==> src/rtl/riscv_pipe_ctrl.sv <==
// riscv_pipe_ctrl
// ---------------
// Pipeline control unit for an in-order core. It keeps a small record for
// each stage: valid, rd, rd write-enable and is-load. Stage 0 is decode and
// stage NUM_STAGES-1 is writeback. The block detects read-after-write hazards
// for the instruction in decode. On a hazard it holds decode and puts a bubble
// into stage 1. On a mispredict resolved in stage 1 it kills the younger work.
// It also keeps saturating counters for retired instructions and stall cycles.
//
// Parameters
//   NUM_STAGES  pipeline depth including decode and writeback (3..8)
//   REG_AW      register address width
//   FWD_EN      1: full forwarding, so only a load-use pair stalls;
//               0: no forwarding, so any RAW match in stages 1..N-2 stalls
//   CNT_W       width of the performance counters
//
// Ports
//   clk, rst_n      rising-edge clock, asynchronous active-low reset
//   in_valid        fetch offers a decoded instruction
//   in_ready        the instruction is accepted into stage 0 this cycle
//   in_rs1, in_rs2  source registers (x0 means no dependency)
//   in_rd, in_rd_we destination register and its write enable
//   in_is_load      instruction is a load (result ready at stage 2)
//   flush_req       mispredict resolved in stage 1: kill stage 0 and its input
//   stage_valid     valid bit of each stage register
//   stage_adv       stage k moves to k+1 this cycle (top bit = retire)
//   stall           decode held, bubble injected into stage 1
//   retire_valid    writeback stage holds a valid instruction
//   retire_rd       rd of the retiring instruction (0 when it writes nothing)
//   retire_cnt      saturating count of retired instructions
//   stall_cnt       saturating count of stall cycles
//
// Handshake: in_valid/in_ready is a zero-cycle handshake. The instruction is
// taken on the rising edge that ends a cycle in which in_valid and in_ready
// are both high. in_ready does not depend on in_valid. Fetch must keep an
// instruction that was not accepted stable until it is accepted.

module riscv_pipe_ctrl #(
  parameter int NUM_STAGES = 5,
  parameter int REG_AW     = 5,
  parameter int FWD_EN     = 1,
  parameter int CNT_W      = 32
) (
  input  logic                  clk,
  input  logic                  rst_n,
  input  logic                  in_valid,
  output logic                  in_ready,
  input  logic [REG_AW-1:0]     in_rs1,
  input  logic [REG_AW-1:0]     in_rs2,
  input  logic [REG_AW-1:0]     in_rd,
  input  logic                  in_rd_we,
  input  logic                  in_is_load,
  input  logic                  flush_req,
  output logic [NUM_STAGES-1:0] stage_valid,
  output logic [NUM_STAGES-1:0] stage_adv,
  output logic                  stall,
  output logic                  retire_valid,
  output logic [REG_AW-1:0]     retire_rd,
  output logic [CNT_W-1:0]      retire_cnt,
  output logic [CNT_W-1:0]      stall_cnt
);

  localparam logic [CNT_W-1:0] CNT_MAX = {CNT_W{1'b1}};
  localparam logic [CNT_W-1:0] CNT_ONE = {{(CNT_W-1){1'b0}}, 1'b1};

  // Per-stage bookkeeping. Only decode needs its source registers.
  logic [NUM_STAGES-1:0] valid_q;
  logic [NUM_STAGES-1:0] we_q;
  logic [NUM_STAGES-1:0] ld_q;
  logic [REG_AW-1:0]     rd_q [NUM_STAGES];
  logic [REG_AW-1:0]     rs1_q;
  logic [REG_AW-1:0]     rs2_q;
  logic [CNT_W-1:0]      retire_cnt_q;
  logic [CNT_W-1:0]      stall_cnt_q;

  // The load flag of the writeback stage has no consumer.
  logic unused_wb_ld;
  assign unused_wb_ld = ld_q[NUM_STAGES-1];

  logic              hazard;
  logic              stall_int;
  logic              accept;
  logic              in_we_eff;
  logic [REG_AW-1:0] in_rd_eff;

  // Next values for stage 0 and for the incoming side of stage 1.
  logic              s0_valid_d;
  logic              s0_we_d;
  logic              s0_ld_d;
  logic [REG_AW-1:0] s0_rd_d;
  logic [REG_AW-1:0] s0_rs1_d;
  logic [REG_AW-1:0] s0_rs2_d;
  logic              s1_valid_d;
  logic              s1_we_d;
  logic              s1_ld_d;
  logic [REG_AW-1:0] s1_rd_d;

  // A write to x0 is not a write. The stored rd is forced to 0 so that x0
  // never matches and retire_rd reads 0.
  assign in_we_eff = in_rd_we & (in_rd != '0);
  assign in_rd_eff = in_we_eff ? in_rd : '0;

  // Hazard detection against the sources held in decode.
  // With forwarding, only a load one stage ahead is not yet forwardable.
  // Without forwarding, every producer in stages 1..N-2 blocks. Writeback is
  // left out because the register file writes before it reads in the same
  // cycle.
  always_comb begin
    hazard = 1'b0;
    if (FWD_EN != 0) begin
      hazard = valid_q[1] & we_q[1] & ld_q[1] & (rd_q[1] != '0) &
               ((rd_q[1] == rs1_q) | (rd_q[1] == rs2_q));
    end else begin
      for (int k = 1; k < NUM_STAGES - 1; k++) begin
        if (valid_q[k] && we_q[k] && (rd_q[k] != '0) &&
            ((rd_q[k] == rs1_q) || (rd_q[k] == rs2_q))) begin
          hazard = 1'b1;
        end
      end
    end
  end

  // Flush wins over stall. A flushed cycle is never a stall cycle.
  assign stall_int = valid_q[0] & hazard & ~flush_req;
  assign in_ready  = ~flush_req & ~stall_int;
  assign accept    = in_valid & in_ready;

  // Decode stage next state.
  always_comb begin
    s0_valid_d = valid_q[0];
    s0_we_d    = we_q[0];
    s0_ld_d    = ld_q[0];
    s0_rd_d    = rd_q[0];
    s0_rs1_d   = rs1_q;
    s0_rs2_d   = rs2_q;
    if (flush_req) begin
      s0_valid_d = 1'b0;
      s0_we_d    = 1'b0;
      s0_ld_d    = 1'b0;
      s0_rd_d    = '0;
      s0_rs1_d   = '0;
      s0_rs2_d   = '0;
    end else if (stall_int) begin
      // Hold: the defaults above keep the current contents.
    end else if (accept) begin
      s0_valid_d = 1'b1;
      s0_we_d    = in_we_eff;
      s0_ld_d    = in_is_load;
      s0_rd_d    = in_rd_eff;
      s0_rs1_d   = in_rs1;
      s0_rs2_d   = in_rs2;
    end else begin
      s0_valid_d = 1'b0;
      s0_we_d    = 1'b0;
      s0_ld_d    = 1'b0;
      s0_rd_d    = '0;
      s0_rs1_d   = '0;
      s0_rs2_d   = '0;
    end
  end

  // Stage 1 gets a bubble on flush (younger work is dead) or on stall
  // (decode is held). Otherwise it takes the decode contents.
  always_comb begin
    s1_valid_d = 1'b0;
    s1_we_d    = 1'b0;
    s1_ld_d    = 1'b0;
    s1_rd_d    = '0;
    if (!flush_req && !stall_int) begin
      s1_valid_d = valid_q[0];
      s1_we_d    = we_q[0];
      s1_ld_d    = ld_q[0];
      s1_rd_d    = rd_q[0];
    end
  end

  // Stage registers and counters. Stages 1..N-1 always advance.
  always_ff @(posedge clk or negedge rst_n) begin
    if (!rst_n) begin
      valid_q      <= '0;
      we_q         <= '0;
      ld_q         <= '0;
      rs1_q        <= '0;
      rs2_q        <= '0;
      retire_cnt_q <= '0;
      stall_cnt_q  <= '0;
      for (int k = 0; k < NUM_STAGES; k++) begin
        rd_q[k] <= '0;
      end
    end else begin
      valid_q[0] <= s0_valid_d;
      we_q[0]    <= s0_we_d;
      ld_q[0]    <= s0_ld_d;
      rd_q[0]    <= s0_rd_d;
      rs1_q      <= s0_rs1_d;
      rs2_q      <= s0_rs2_d;

      valid_q[1] <= s1_valid_d;
      we_q[1]    <= s1_we_d;
      ld_q[1]    <= s1_ld_d;
      rd_q[1]    <= s1_rd_d;

      for (int k = 2; k < NUM_STAGES; k++) begin
        valid_q[k] <= valid_q[k-1];
        we_q[k]    <= we_q[k-1];
        ld_q[k]    <= ld_q[k-1];
        rd_q[k]    <= rd_q[k-1];
      end

      if (valid_q[NUM_STAGES-1] && (retire_cnt_q != CNT_MAX)) begin
        retire_cnt_q <= retire_cnt_q + CNT_ONE;
      end
      if (stall_int && (stall_cnt_q != CNT_MAX)) begin
        stall_cnt_q <= stall_cnt_q + CNT_ONE;
      end
    end
  end

  // Stage 0 advances only when it is not held or killed. Stages 1..N-1
  // always advance.
  always_comb begin
    stage_adv    = valid_q;
    stage_adv[0] = valid_q[0] & ~stall_int & ~flush_req;
  end

  assign stage_valid  = valid_q;
  assign stall        = stall_int;
  assign retire_valid = valid_q[NUM_STAGES-1];
  assign retire_rd    = we_q[NUM_STAGES-1] ? rd_q[NUM_STAGES-1] : '0;
  assign retire_cnt   = retire_cnt_q;
  assign stall_cnt    = stall_cnt_q;

endmodule

==> config.mk <==
export PLATFORM = sky130hd
export DESIGN_NAME = riscv_pipe_ctrl
export DESIGN_NICKNAME = d
export VERILOG_FILES = /design/src/rtl/riscv_pipe_ctrl.sv
export SDC_FILE = /design/constraint.sdc
export NUM_CORES = 1
export LEC_CHECK = 0
export CAP_MARGIN = 10
export CORE_ASPECT_RATIO = 0.6
export CORE_MARGIN = 4
export CORE_UTILIZATION = 38
export CTS_CLUSTER_SIZE = 12
export DETAILED_ROUTE_END_ITERATION = 6
export MAX_ROUTING_LAYER = met4
export SYNTH_ARGS = -nofsm -noshare
export SYNTH_HDL_FRONTEND = slang
export SYNTH_SLANG_ARGS = --single-unit
==> constraint.sdc <==
create_clock -name clk -period 3.5 [get_ports clk]
set_input_delay 0.875 -clock clk [delete_from_list [all_inputs] [get_ports clk]]
set_output_delay 0.875 -clock clk [all_outputs]
set_load 0.01 [all_outputs]
Word level (Yosys, flattened, before mapping). Cells that the tools add are included.

Bitwise operators: 14. Shift operators: 0. Div/mod/pow operators: 0. Multipliers: 0. Reductions and logical operators: 7. Order comparisons: 0. Equality and inequality tests: 5. Mux-type cells: 24. $add $sub $neg: 2.

Operators by type and width (number): $add A32 B1 Y32 const B (2); $ne A32 B32 Y1 const B (2); $mux W5 (12); $mux W1 (12); $and A1 B1 Y1 (11); $eq A5 B5 Y1 (2); $reduce_bool A5 Y1 (2); $logic_and A1 B1 Y1 (3); $logic_not A1 Y1 (2); $ne A2 B2 Y1 const B (1); $not A1 Y1 (2); $or A1 B1 Y1 (1).

Output and inout port bits: 82. Register bits: 111. Latch bits: 0. Memories kept: 0. Word-level logic and storage cells: 67. Memory bits (writable): 0. Bits in read-only memories: 0. Bits of input ports: 21.

Longest topological paths before layout. Gate-level depths: netlist (run 1).

Word-level depth: 12. Gate-level depth with buffers: 9. Depth with buffers taken out: 7.

Worst setup path after synthesis (run 1). OpenSTA, ideal clock, no wires.

Path type: reg-to-output. Start: register rd_q[16] (netlist bit). End: output port stage_adv[0]. Arrival time: 1.682 ns. Slack: 0.943 ns. Cell stages (with the launch flop): 6. Path through: dfrtp_1 -> or4_1 -> o21ai_0 -> o21ba_2 -> clkbuf_1 -> and2_1.

Cells in the longest elaborated chain, start to end: 8. Elaborated cells between the ends (all ways): 11.

Ends and longest elaborated chain: start, declared (RTL line 70) `logic [REG_AW-1:0] rd_q [NUM_STAGES];`; start signal, assigned by index (RTL line 207) `rd_q[k] <= rd_q[k-1];`; $eq A5 B5 Y1 or $reduce_bool A5 Y1 (tied branches); $or A1 B1 Y1 or $and A1 B1 Y1 (tied branches) (RTL line 112, 111); $and A1 B1 Y1 * (RTL line 111) `hazard = valid_q[1] & we_q[1] & ld_q[1] & (rd_q[1] != '0) &`; $and A1 B1 Y1 * (2 in a row) (RTL line 124) `assign stall_int = valid_q[0] & hazard & ~flush_req;`; $not A1 Y1 * (RTL line 223) `stage_adv[0] = valid_q[0] & ~stall_int & ~flush_req;`; $and A1 B1 Y1 * (2 in a row) (RTL line 223); end, declared (RTL line 55) `output logic [NUM_STAGES-1:0] stage_adv,`.

Every way passes the cells marked *; elsewhere a longest branch is shown, timed or not.

Final worst setup path (run 1). Same ends and word-level chain as after synthesis.

==> flow_summary.toml, run 1 <==
[timing]
tns_ns = 0
finalCriticalPeriod_ns = 3.34
fmax_ghz = 0.299
min_period_over_period_pct = 95.5
drv_slew = 0
hold_viol_final = 0
fin_skew_ns = 0.00877
rsz0062_at_grt = "no"
setup_viol = 0
worst_pin_slew_ns = 0.638
max_slew_margin_pct = 57.1

[min_path]
hold_path.class = "flip-flop to flip-flop"

[clock_tree]
h-tree-depth = 3
cts_buffer_depth = 2
cts-buffers-inserted = 9
cts_tree = "yes"
cts_setup_buffers = 0
cts.sinks = 111
clk_latency_ns = 0.34
path_clk_slew_ns = 0.07
hold_buffers = 0
cts_root_buffer = "clkbuf_16"
cts-resized-gates = 0

[critical_path]
cp_max_fo = 4
cp_top_family = "simple AND/OR/NAND/NOR gates"
max_stage_delay_ns = 0.53
cp-start-kind = "flip-flop"
slowest_stage = "or4_1"
arrival_ns = 2.47
cp_cell_sequence = "or4_1 -> o21ai_0 -> o21ba_2 -> and2_1 -> clkdlybuf4s50_1"
required_ns = 2.62
criticalPathCategory = "flip-flop to output port"
crit_buf_inv = 1
endpoint_kind = "output port"

[synthesis]
yosysMostFrequentCell = "dfrtp_1"
synth_top_family_by_area = "simple AND/OR/NAND/NOR gates"
synth_xor_area_share_pct = 13.0
ys_warn_count = 0
syn_area_per_cell_um2 = 11.9
synthAdderAreaFrac_pct = 0.532
postSynthCellCount = 396
synth_common_cells = "dfrtp_1 (111), xnor2_1 (46), nand3_1 (32)"
synth_compound_area_share_pct = 4.50
synth_top_area_cell = "dfrtp_1"
synthMuxAreaShare_pct = 0.719
async_reset_ff_share_pct = 100
synthSimpleGateAreaFrac_pct = 19.6
synth_area_um2 = 4700
ys_ff_latch = 111
synthFlopType = "dfrtp_1"
yosysSeqAreaShare_pct = 59.1
synth_edf_count = 0
ys_top_cells_by_area = "dfrtp_1 (59%), xnor2_1 (8.6%), xor2_1 (4.1%)"
ys_types = 37
synth_top_area_share_pct = 59.1
synth_nets = 419

[cells_and_area]
fin_cells = 668
drive_above_1_share_pct = 6.96
num_antenna_cells = 0
nets = 521
fillers = 1058
area_growth_pct = 31.1

[global_routing]
grt_usage_pct = 15.1
antenna_found_initial = 0
grt_pass1_vias = 3250
grt_pass1_wl_um = 16600
overflow = 0
grt_max_degree = 63

[floorplanning]
dieArea_um2 = 14300
io_pins = 103
core_area_um2 = 12100
rows = 31
die_x_um = 152
fp.dieH_um = 94.1
start_util_pct = 39.0

[run_status]
status = "finished, final reports clean"

[drt]
wirelength_um = 10000
wl_per_cell_um = 15.0
ant_nets = 0
drcViolationCount = 0
dr.pass1.iters = 4
first_iter_violations = 221
via_per_inst = 5.03
num_vias = 3363

[pwr]
power_density_nw_per_um2 = 415
ir_drop_uv = 235
p_leak_nw = 2.74

[placement]
place_hpwl_um = 7290
placed_cells = 652
portBuffers = 102
place_congestion = 0.801

[job]
maxCapViolCount = 0
cell families after synthesis:
group	Yosys count
muxes	3
AOI/OAI and AO/OA	26
buffers and inverters	20
adders and majority gates	2
and+or+nand+nor	165
DFF	111
xor gates and xnor gates	69
worst paths after layout:
check / start / to / slack, ns / cells after the start
worst min register to register: rd_q[6]$_DFF_PN0_ / rd_q[1]$_DFF_PN0_ / 0.35 / 0
worst max-delay path: rd_q[16]$_DFF_PN0_ / stage_adv[0] / 0.16 / 5
min in group asynchronous: rst_n / stall_cnt[27]$_DFFE_PN0P_ / 0.55 / 1
max in group asynchronous: rst_n / rd_q[10]$_DFF_PN0_ / 2.19 / 2
worst max register to register: rd_q[16]$_DFF_PN0_ / we_q[0]$_DFFE_PN0P_ / 0.99 / 6
worst min-delay path: rd_q[6]$_DFF_PN0_ / rd_q[1]$_DFF_PN0_ / 0.35 / 0
worst reg2reg max path: stages, from the launching register on:
cell and delay (ns):
dfrtp_1 0.42, or4_1 0.53, o21ai_0 0.30, o21ba_2 0.22, buf_4 0.16, and2_1 0.55
a32o_1 0.27
routing by layer:
layer  vias to the layer above  track usage, %  routed length (um)
met5                         -               -                   0
met4                         0            4.19                 108
met3                        10            3.71                 619
met2                        99            19.7                4180
met1                      1664            23.1                5130
li1                       1590               -                   -
power by group:
part           total [mW]  internal (mW)  switching [mW]
Clock               0.975          0.511           0.464
Combinational       0.210          0.119          0.0913
Sequential           1.37           1.33          0.0464
Total                2.56           1.95           0.602
flip-flops by register name, indices dropped and copies added (netlist names):
register,flops
retire_cnt,32
stall_cnt,32
rd_q,25
rs1_q,5
rs2_q,5
stage_valid,5
we_q,5
ld_q,2
cell usage in the layout (no fill, tap or decap), types with 2 or more instances in the layout:
cell type        instances
clkbuf_16                9
and4_1                   6
a22o_1                  11
nand4_1                 22
and3_1                  24
nor2_1                  20
nor3_2                   4
xnor2_1                 46
o21ai_0                  3
nand3_1                 32
mux2_2                   3
inv_1                    2
a21oi_1                  2
xor2_1                  22
a31oi_1                  2
dfrtp_1                111
ha_1                     2
nor3_1                   7
buf_4                    6
a32o_1                   6
or3_1                    3
clkdlybuf4s50_1        101
and2_1                  16
nand2_1                 23
through the flow:
stage               total power, mW  cell area [um^2]  setup WS, ns  util, %  hold WS, ns
floorplan                      1.47              4700         0.943        -        0.331
global placement               1.61              5880         0.313     48.7        0.333
detailed placement             1.61              5880         0.302     48.7        0.335
CTS                            2.60              6160         0.129     51.1        0.351
global route                   2.67              6160        0.0625     51.1        0.355
finish                         2.56              6160         0.157     51.1        0.349
cell type report:
cell class / count / area, um^2 / share of cell area, %
clock buffers: 11 / 243 / 3.94
clock inverters: 5 / 41.3 / 0.670
inverters: 3 / 13.8 / 0.223
multi-input cells: 265 / 1800 / 29.3
flip-flops and latches: 111 / 2780 / 45.1
well taps: 165 / 206 / 3.35
repair buffers: 108 / 1080 / 17.5
Note: power is estimated with default switching activity, not from simulation.
==> run 2: changes to the inputs <==
Settings changed: CORE_ASPECT_RATIO 0.6 to 1.2, CORE_UTILIZATION 38 to 35.
==> run 2 against run 1 <==
  * Setup slack improved by 0.019 ns
  * Global-route usage decreased by 0.81 points
  * Flip-flop and latch count unchanged
  * Combinational power about the same
  * Clock-buffer cell count increased by 1
  * Clock skew decreased by 0.0038 ns
  * Critical path depth unchanged
  * Maximum frequency increased by 0.58%
  * Sequential power about the same
  * Via count decreased by 0.30%
  * Highest routed layer unchanged
==> flow_summary.toml, run 2 (synthesized netlist as in run 1, its figures left out) <==
[timing]
fin_skew_ns = 0.00498
hold_viol_final = 0
rsz0062_at_grt = "no"
max_slew_margin_pct = 49.3
fmax_ghz = 0.301
tns_ns = 0
min_period_over_period_pct = 95.0
drv_slew = 0
finalCriticalPeriod_ns = 3.32
worst_pin_slew_ns = 0.760
setup_viol = 0

[global_routing]
grt_pass1_vias = 3378
grt_usage_pct = 14.3
grt_pass1_wl_um = 17200
overflow = 0
antenna_found_initial = 0
grt_max_degree = 60

[placement]
place_hpwl_um = 7320
place_congestion = 0.817
portBuffers = 102

[floorplanning]
rows = 46
dieArea_um2 = 15400
io_pins = 103
fp.dieH_um = 135
die_x_um = 114
core_area_um2 = 13200
start_util_pct = 35.7

[clock_tree]
clk_latency_ns = 0.34
cts_tree = "yes"
cts.sinks = 111
cts_root_buffer = "clkbuf_16"
cts_setup_buffers = 0
cts-resized-gates = 0
cts_buffer_depth = 2
cts-buffers-inserted = 9
hold_buffers = 0
h-tree-depth = 3
path_clk_slew_ns = 0.07

[cells_and_area]
drive_above_1_share_pct = 6.59
nets = 519
area_growth_pct = 31.4
layout_common_cells = "dfrtp_1 (111), clkdlybuf4s50_1 (101), xnor2_1 (46)"
layout_commonest_cell = "dfrtp_1"
num_antenna_cells = 0
final_util_pct = 46.8

[job]
maxCapViolCount = 0

[drt]
wirelength_um = 10400
dr.pass1.iters = 4
ant_nets = 0
first_iter_violations = 180
drcViolationCount = 0
wl_per_cell_um = 15.5
num_vias = 3353
via_per_inst = 5.01

[min_path]
worstHoldStart = "rd_q[7]$_DFF_PN0_"
hold_path.class = "flip-flop to flip-flop"

[critical_path]
cp_max_fo = 11
r2r-start = "stall_cnt[0]$_DFFE_PN0P_"
crit_start = "rd_q[16]$_DFF_PN0_"
endpoint_kind = "output port"
criticalPathCategory = "flip-flop to output port"
required_ns = 2.62
cp-start-kind = "flip-flop"
arrival_ns = 2.45

[pwr]
p_leak_nw = 2.75
power_density_nw_per_um2 = 425
ir_drop_uv = 215

[run_status]
status = "finished, final reports clean"
[run 2: worst paths after layout]
check                                                   to  depth (start not counted)  slack, ns
worst max-delay path                          stage_adv[0]                          5       0.18
worst min-delay path                     rd_q[2]$_DFF_PN0_                          0       0.35
worst max register to register    stall_cnt[1]$_DFFE_PN0P_                          7       0.98
worst min register to register           rd_q[2]$_DFF_PN0_                          0       0.35
max in group asynchronous       retire_cnt[20]$_DFFE_PN0P_                          2       2.15
min in group asynchronous                rd_q[3]$_DFF_PN0_                          1       0.61
[run 2: cell type report]
cell class / instances / area, um^2
fill: 1216 / 7010
multi-input combinational: 265 / 1800
clock buffer: 12 / 256
sequential: 111 / 2780
clock inverter: 4 / 52.6
timing repair buffer: 106 / 1060
inverter: 3 / 13.8
tap: 168 / 210
[run 2: critical path, stage by stage, from the launching register on]
cell and delay, ns:
dfrtp_1 0.42, or4_1 0.52, o21ai_0 0.23, o21ba_2 0.25
and2_1 0.14, clkdlybuf4s50_1 0.55
[run 2: power breakdown]
group	switching, mW	total, mW	leakage [nW]	internal [mW]
combinational	0.0939	0.212	1.08	0.118
clock	0.443	1.04	0.153	0.597
sequential	0.0482	1.37	1.52	1.33
[run 2: through the flow]
step / std cells / hold WS, ns / total power [mW] / setup slack [ns] / cell area, um^2
floorplan: 396 / 0.331 / 1.47 / 0.943 / 4700
global placement: 653 / 0.334 / 1.61 / 0.297 / 5870
detailed placement: 653 / 0.335 / 1.62 / 0.302 / 5870
CTS: 669 / 0.351 / 2.67 / 0.139 / 6170
global route: 669 / 0.354 / 2.74 / 0.0257 / 6170
finish: 669 / 0.348 / 2.63 / 0.176 / 6170
[run 2: routing by layer]
| metal | GRT usage, % | up-vias | part of all wire [%] |
|---|---|---|---|
| met5 | - | - | 0 |
| met4 | 4.88 | 0 | 1.2 |
| met3 | 2.82 | 8 | 4.1 |
| met2 | 23.5 | 84 | 51 |
| met1 | 17.7 | 1682 | 44 |
| li1 | - | 1579 | - |
==> edit 1 (config.mk and constraints of run 1) <==
The parameter `FWD_EN` goes from 1 to 0. Comments in the files are not updated.
--- a/src/rtl/riscv_pipe_ctrl.sv
+++ b/src/rtl/riscv_pipe_ctrl.sv
@@ -39,5 +39,5 @@
   parameter int NUM_STAGES = 5,
   parameter int REG_AW     = 5,
-  parameter int FWD_EN     = 1,
+  parameter int FWD_EN     = 0,
   parameter int CNT_W      = 32
 ) (
Behaviour: not the same (a bounded check fails within 4 cycles, from zero or initial values and one cycle with rst_n low).
==> edit 1 against run 1 <==
- core utilization increased by 1.2 points
- combinational power increased by 9%
- count of clock-buffer cells in the layout unchanged
- critical path depth unchanged
- critical endpoint is now in_ready
- worst hold slack improved by 0.065 ns
- synthesized area increased by 5.3%
- clock power increased by 7%
- setup slack about the same
- routed wire length increased by 17%
- power increased by 2.5%
- highest routed layer unchanged
- sequential cell count decreased by 2
- cell area increased by 5.0%
==> edit 1: results (changes against run 1) <==
[global_route]
first_global_vias=3570  ; was 3,250
grt_antenna_before_repair=0  ; unchanged
grt_max_degree=57  ; was 63
grt_use_total=0.164  ; was 0.151
grt_pass1_wl_um=18800  ; was 16,600 um

[run_status]
outcome=finished clean  ; unchanged

[clock_tree]
cts_root_buf=sky130_fd_sc_hd__clkbuf_16  ; unchanged
depth_of_the_cts_h_tree=3  ; unchanged
worst_setup_hold_path_clk_slew_ns=0.06

[routing]
drtIter0Drc=205  ; was 221
route.vias.total=3672  ; was 3,363
route.detailed.wl_per_inst_um=16.6  ; was 15.0 um
detail_route.first_pass.iterations=4  ; unchanged

[finish]
finalNetCount=559  ; was 521
stdcell_count=706  ; was 668
num_antenna_cells=0  ; unchanged
drive_gt1_frac=0.0850  ; was 0.0696

[critical_path]
critPathMaxFanout=3  ; was 4
critical_path_arrival_ns=2.47  ; about the same

[yosys]
synth_area_leaders=sky130_fd_sc_hd__dfrtp_1 55%, sky130_fd_sc_hd__xnor2_1 12%, sky130_fd_sc_hd__xor2_1 3.9%  ; was sky130_fd_sc_hd__dfrtp_1 59%, sky130_fd_sc_hd__xnor2_1 8.6%, sky130_fd_sc_hd__xor2_1 4.1%
yosysWarningCount=0  ; unchanged
synth.cells.most_frequent=109 x sky130_fd_sc_hd__dfrtp_1, 68 x sky130_fd_sc_hd__xnor2_1, 31 x sky130_fd_sc_hd__nand3_1  ; was 111 x sky130_fd_sc_hd__dfrtp_1, 46 x sky130_fd_sc_hd__xnor2_1, 32 x sky130_fd_sc_hd__nand3_1
synth.lib_cells_used.distinct=39  ; was 37
yosysSeqAreaShare=0.551  ; was 0.591
synthArstFlopShare=1.00  ; unchanged
syn_avg_cell_area_sq_um=11.5  ; was 11.9 sq um
synthesis.nets=452  ; was 419

[place]
dp.cells=685  ; was 652
placement.setup.worst_slack_ns=0.243  ; was 0.302 ns
place_area_sq_mm=0.00609  ; was 0.00588 sq mm
buffer_ports.inserted=101  ; was 102
finalWeightedCongestion=0.864  ; was 0.801
dp_hpwl_um=8610  ; was 7290 um

[power]
max-vdd-ir-drop_uv=222  ; was 235 uV
total_leakage_power_nw=2.78  ; was 2.74 nW

[sta]
clock-skew-final_ns=0.0114  ; was 0.00877 ns
maxSlewHeadroom=0.511  ; was 0.571

[worst_hold_path]
class_of_the_tightest_hold_or_removal_check=reg -> reg  ; unchanged

-- edit 1: what timing repair did --
action,CTS,global route
pin swaps,1,0
setup buffers,5,0
gates resized for setup,3,2
gates cloned,0,0
endpoints found under the setup margin,1,1
-- edit 1: per-layer routing --
layer	up-vias	GRT usage	share of wire
li1	1723	-	-
met1	1828	0.259	0.54
met2	117	0.207	0.39
met3	4	0.0414	0.065
met4	0	0.0379	0.0044
met5	-	-	0
-- edit 1: path summary, 6_finish.rpt --
kind,end,startpoint,cells after the start,slack (ns)
min reg2reg,we_q[4],we_q[3],0,0.41
max reg2reg,stall_cnt[1],rd_q[11],9,0.89
max in group asynchronous,rs2_q[4],rst_n,2,2.15
min,we_q[4],we_q[3],0,0.41
max,in_ready,rd_q[6],5,0.16
min in group asynchronous,retire_cnt[13],rst_n,1,0.57
-- edit 1: cell type report --
class                   count  area [sq um]
inverters                   8          30.0
fillers                  1080          5900
well taps                 165           206
clock inverters             5          58.8
flip-flops and latches    109          2730
clock buffers              11           253
repair buffers            113          1100
multi-input cells         295          2100
-- edit 1: critical path: stages, from the launching register on --
cell                              delay (ns)
sky130_fd_sc_hd__dfrtp_1                0.38
sky130_fd_sc_hd__or4_1                  0.54
sky130_fd_sc_hd__o2111ai_2              0.23
sky130_fd_sc_hd__a21oi_4                0.09
sky130_fd_sc_hd__nor4_4                 0.31
sky130_fd_sc_hd__clkdlybuf4s50_1        0.58
-- edit 1: report_power, final --
group | internal, mW | switching (mW)
logic | 0.123 | 0.106
clock network | 0.594 | 0.444
registers | 1.30 | 0.0554
total | 2.02 | 0.606
-- edit 1: logic make-up (layout without fill, tap and decap cells) --
kind of cell / count (synthesis) / in the layout / share of synthesized area
XOR/XNOR: 90 / 90 / 0.159
AND/OR/NAND/NOR: 173 / 173 / 0.203
AO/OA/AOI/OAI: 28 / 28 / 0.0460
adder cells (fa/ha/maj): 2 / 2 / 0.00506
multiplexers: 2 / 2 / 0.00455
buffers and inverters: 25 / 137 / 0.0303
flip-flops: 109 / 109 / 0.551
==> edit 2 (settings of run 1) <==
Made on the original files. Take the reset off `rs1_q` and `rs2_q` and load them in a clocked block of their own.
--- a/src/rtl/riscv_pipe_ctrl.sv
+++ b/src/rtl/riscv_pipe_ctrl.sv
@@ -181,6 +181,4 @@
       we_q         <= '0;
       ld_q         <= '0;
-      rs1_q        <= '0;
-      rs2_q        <= '0;
       retire_cnt_q <= '0;
       stall_cnt_q  <= '0;
@@ -193,6 +191,4 @@
       ld_q[0]    <= s0_ld_d;
       rd_q[0]    <= s0_rd_d;
-      rs1_q      <= s0_rs1_d;
-      rs2_q      <= s0_rs2_d;
 
       valid_q[1] <= s1_valid_d;
@@ -215,4 +211,9 @@
       end
     end
+  end
+
+  always_ff @(posedge clk) begin
+    rs1_q <= s0_rs1_d;
+    rs2_q <= s0_rs2_d;
   end
 
Function: no difference found for any inputs over 10 cycles, from zero or initial values and one cycle with rst_n low; that may be too few to reach the edited logic, so the function may still have changed.
==> edit 2 against run 1 <==
- synthesized area is 2.0% higher
- register-to-register slack worse by 0.08 ns
- non-clock buffer count is 2 lower
- sequential cell count stayed put
- routed wire length is 4.7% higher
- setup slack better by 0.051 ns
- cell area is 1.3% higher
- clock skew is 0.0019 ns lower
- combinational power is 3% lower
- cell count is 1.3% higher
- synthesized cell count is 2.3% higher
- fmax is 1.6% higher
- power is 0.14% lower
- count of clock-buffer cells in the layout is 1 higher
- largest cell class unchanged
==> edit 2: results (changes against run 1) <==
[global_route]
first_global_vias=3213  ; was 3,250
grt_use_total=0.154  ; was 0.151
grt_max_degree=102  ; was 63
grt_pass1_wl_um=17300  ; was 16,600 um

[power]
max-vdd-ir-drop_uv=218  ; was 235 uV
comb_cell_power_mw=0.203  ; was 0.210 mW
total_leakage_power_nw=2.73  ; was 2.74 nW
power.switching_fraction=0.231  ; was 0.235
sequential_cell_power_mw=1.36

[yosys]
yosysSeqAreaShare=0.569  ; was 0.591
number_of_standard_cells_after_synthesis=405  ; was 396
synth.cells.most_frequent=101 x sky130_fd_sc_hd__dfrtp_1, 36 x sky130_fd_sc_hd__nand2_1, 35 x sky130_fd_sc_hd__xnor2_1, 35 x sky130_fd_sc_hd__xor2_1, 22 x sky130_fd_sc_hd__nor2_1  ; was 111 x sky130_fd_sc_hd__dfrtp_1, 46 x sky130_fd_sc_hd__xnor2_1, 32 x sky130_fd_sc_hd__nand3_1
synth.lib_cells_used.distinct=45  ; was 37
synth_area_leaders=sky130_fd_sc_hd__dfrtp_1 53%, sky130_fd_sc_hd__xnor2_1 6.4%, sky130_fd_sc_hd__xor2_1 6.4%  ; was sky130_fd_sc_hd__dfrtp_1 59%, sky130_fd_sc_hd__xnor2_1 8.6%, sky130_fd_sc_hd__xor2_1 4.1%
synthArstFlopShare=0.910  ; was 1.00
synthesis.nets=428  ; was 419

[finish]
drive_gt1_frac=0.0918  ; was 0.0696
stdcell_area_sq_mm=0.00624  ; was 0.00616 sq mm
fraction_of_area_in_non_clock_buffers=0.170  ; was 0.175
stdcell_count=677  ; was 668
nNonClkInverters=5  ; was 3
comb.multi_input.count=274  ; was 265
final.fill_count=1071  ; was 1,058
share_of_cell_area_taken_by_multi_input_logic_gates=0.311  ; was 0.293
layout.clock.cell_area_share=0.0459  ; was 0.0461
number_of_clock_buffers_in_the_layout=12  ; was 11

[place]
dp.cells=661  ; was 652
dp_hpwl_um=7670  ; was 7290 um
place_area_sq_mm=0.00596  ; was 0.00588 sq mm

[routing]
route.vias.total=3371  ; was 3,363
route.detailed.wl_per_inst_um=15.5  ; was 15.0 um
drtIter0Drc=139  ; was 221

[critical_path]
critPathMaxFanout=7  ; was 4

[run_status]
outcome=finished clean  ; unchanged

[sta]
maxSlewHeadroom=0.552  ; was 0.571

## edit 2: cell count changes in the layout (fill, tap and decap cells not counted), sizes merged, moves of 6 or more
cell and change:
nand2 +13, xor2 +13, and3 -17, nand3 -11, nor3 +8, dfrtp -10
dfxtp +10, nor4 +10, nor2 +6, xnor2 -12
## edit 2: routing by layer
| layer | routed length [um] | vias up | track usage |
|---|---|---|---|
| li1 | - | 1625 | - |
| met1 | 5830 | 1649 | 0.237 |
| met2 | 4160 | 91 | 0.199 |
| met3 | 466 | 6 | 0.0408 |
| met4 | 53 | 0 | 0.0341 |
| met5 | 0 | - | - |
## edit 2: cell families after synthesis
family	Yosys count	synth area share
adder cells (fa/ha/maj)	2	0.00522
multiplexers	3	0.00705
AO/OA/AOI/OAI	26	0.0543
flip-flops	111	0.569
AND/OR/NAND/NOR	173	0.211
buffers and inverters	20	0.0256
XOR/XNOR	70	0.128
## edit 2: final timing paths
path,slack (ns),startpoint,to,cells after the start
max,0.21,flush_req,stage_adv[0],4
min,0.35,rd_q[10],rd_q[5],0
max reg2reg,0.91,stall_cnt[0],stall_cnt[1],6
min reg2reg,0.35,rd_q[10],rd_q[5],0
max in group asynchronous,2.48,rst_n,retire_cnt[14],2
min in group asynchronous,0.55,rst_n,retire_cnt[1],2
## edit 2: worst max-delay path, cell delays in order
cell and delay (ns):
sky130_fd_sc_hd__clkdlybuf4s50_1 0.42, sky130_fd_sc_hd__a21oi_1 0.37, sky130_fd_sc_hd__and2_1 0.21, sky130_fd_sc_hd__clkdlybuf4s50_1 0.53
## edit 2: stage by stage
stage,worst slack (ns),hold slack [ns]
2_1_floorplan,1.13,0.331
4_1_cts,0.193,0.352
6_report,0.209,0.346
5_1_grt,0.102,0.357
3_5_place_dp,0.193,0.335
3_3_place_gp,0.221,0.335
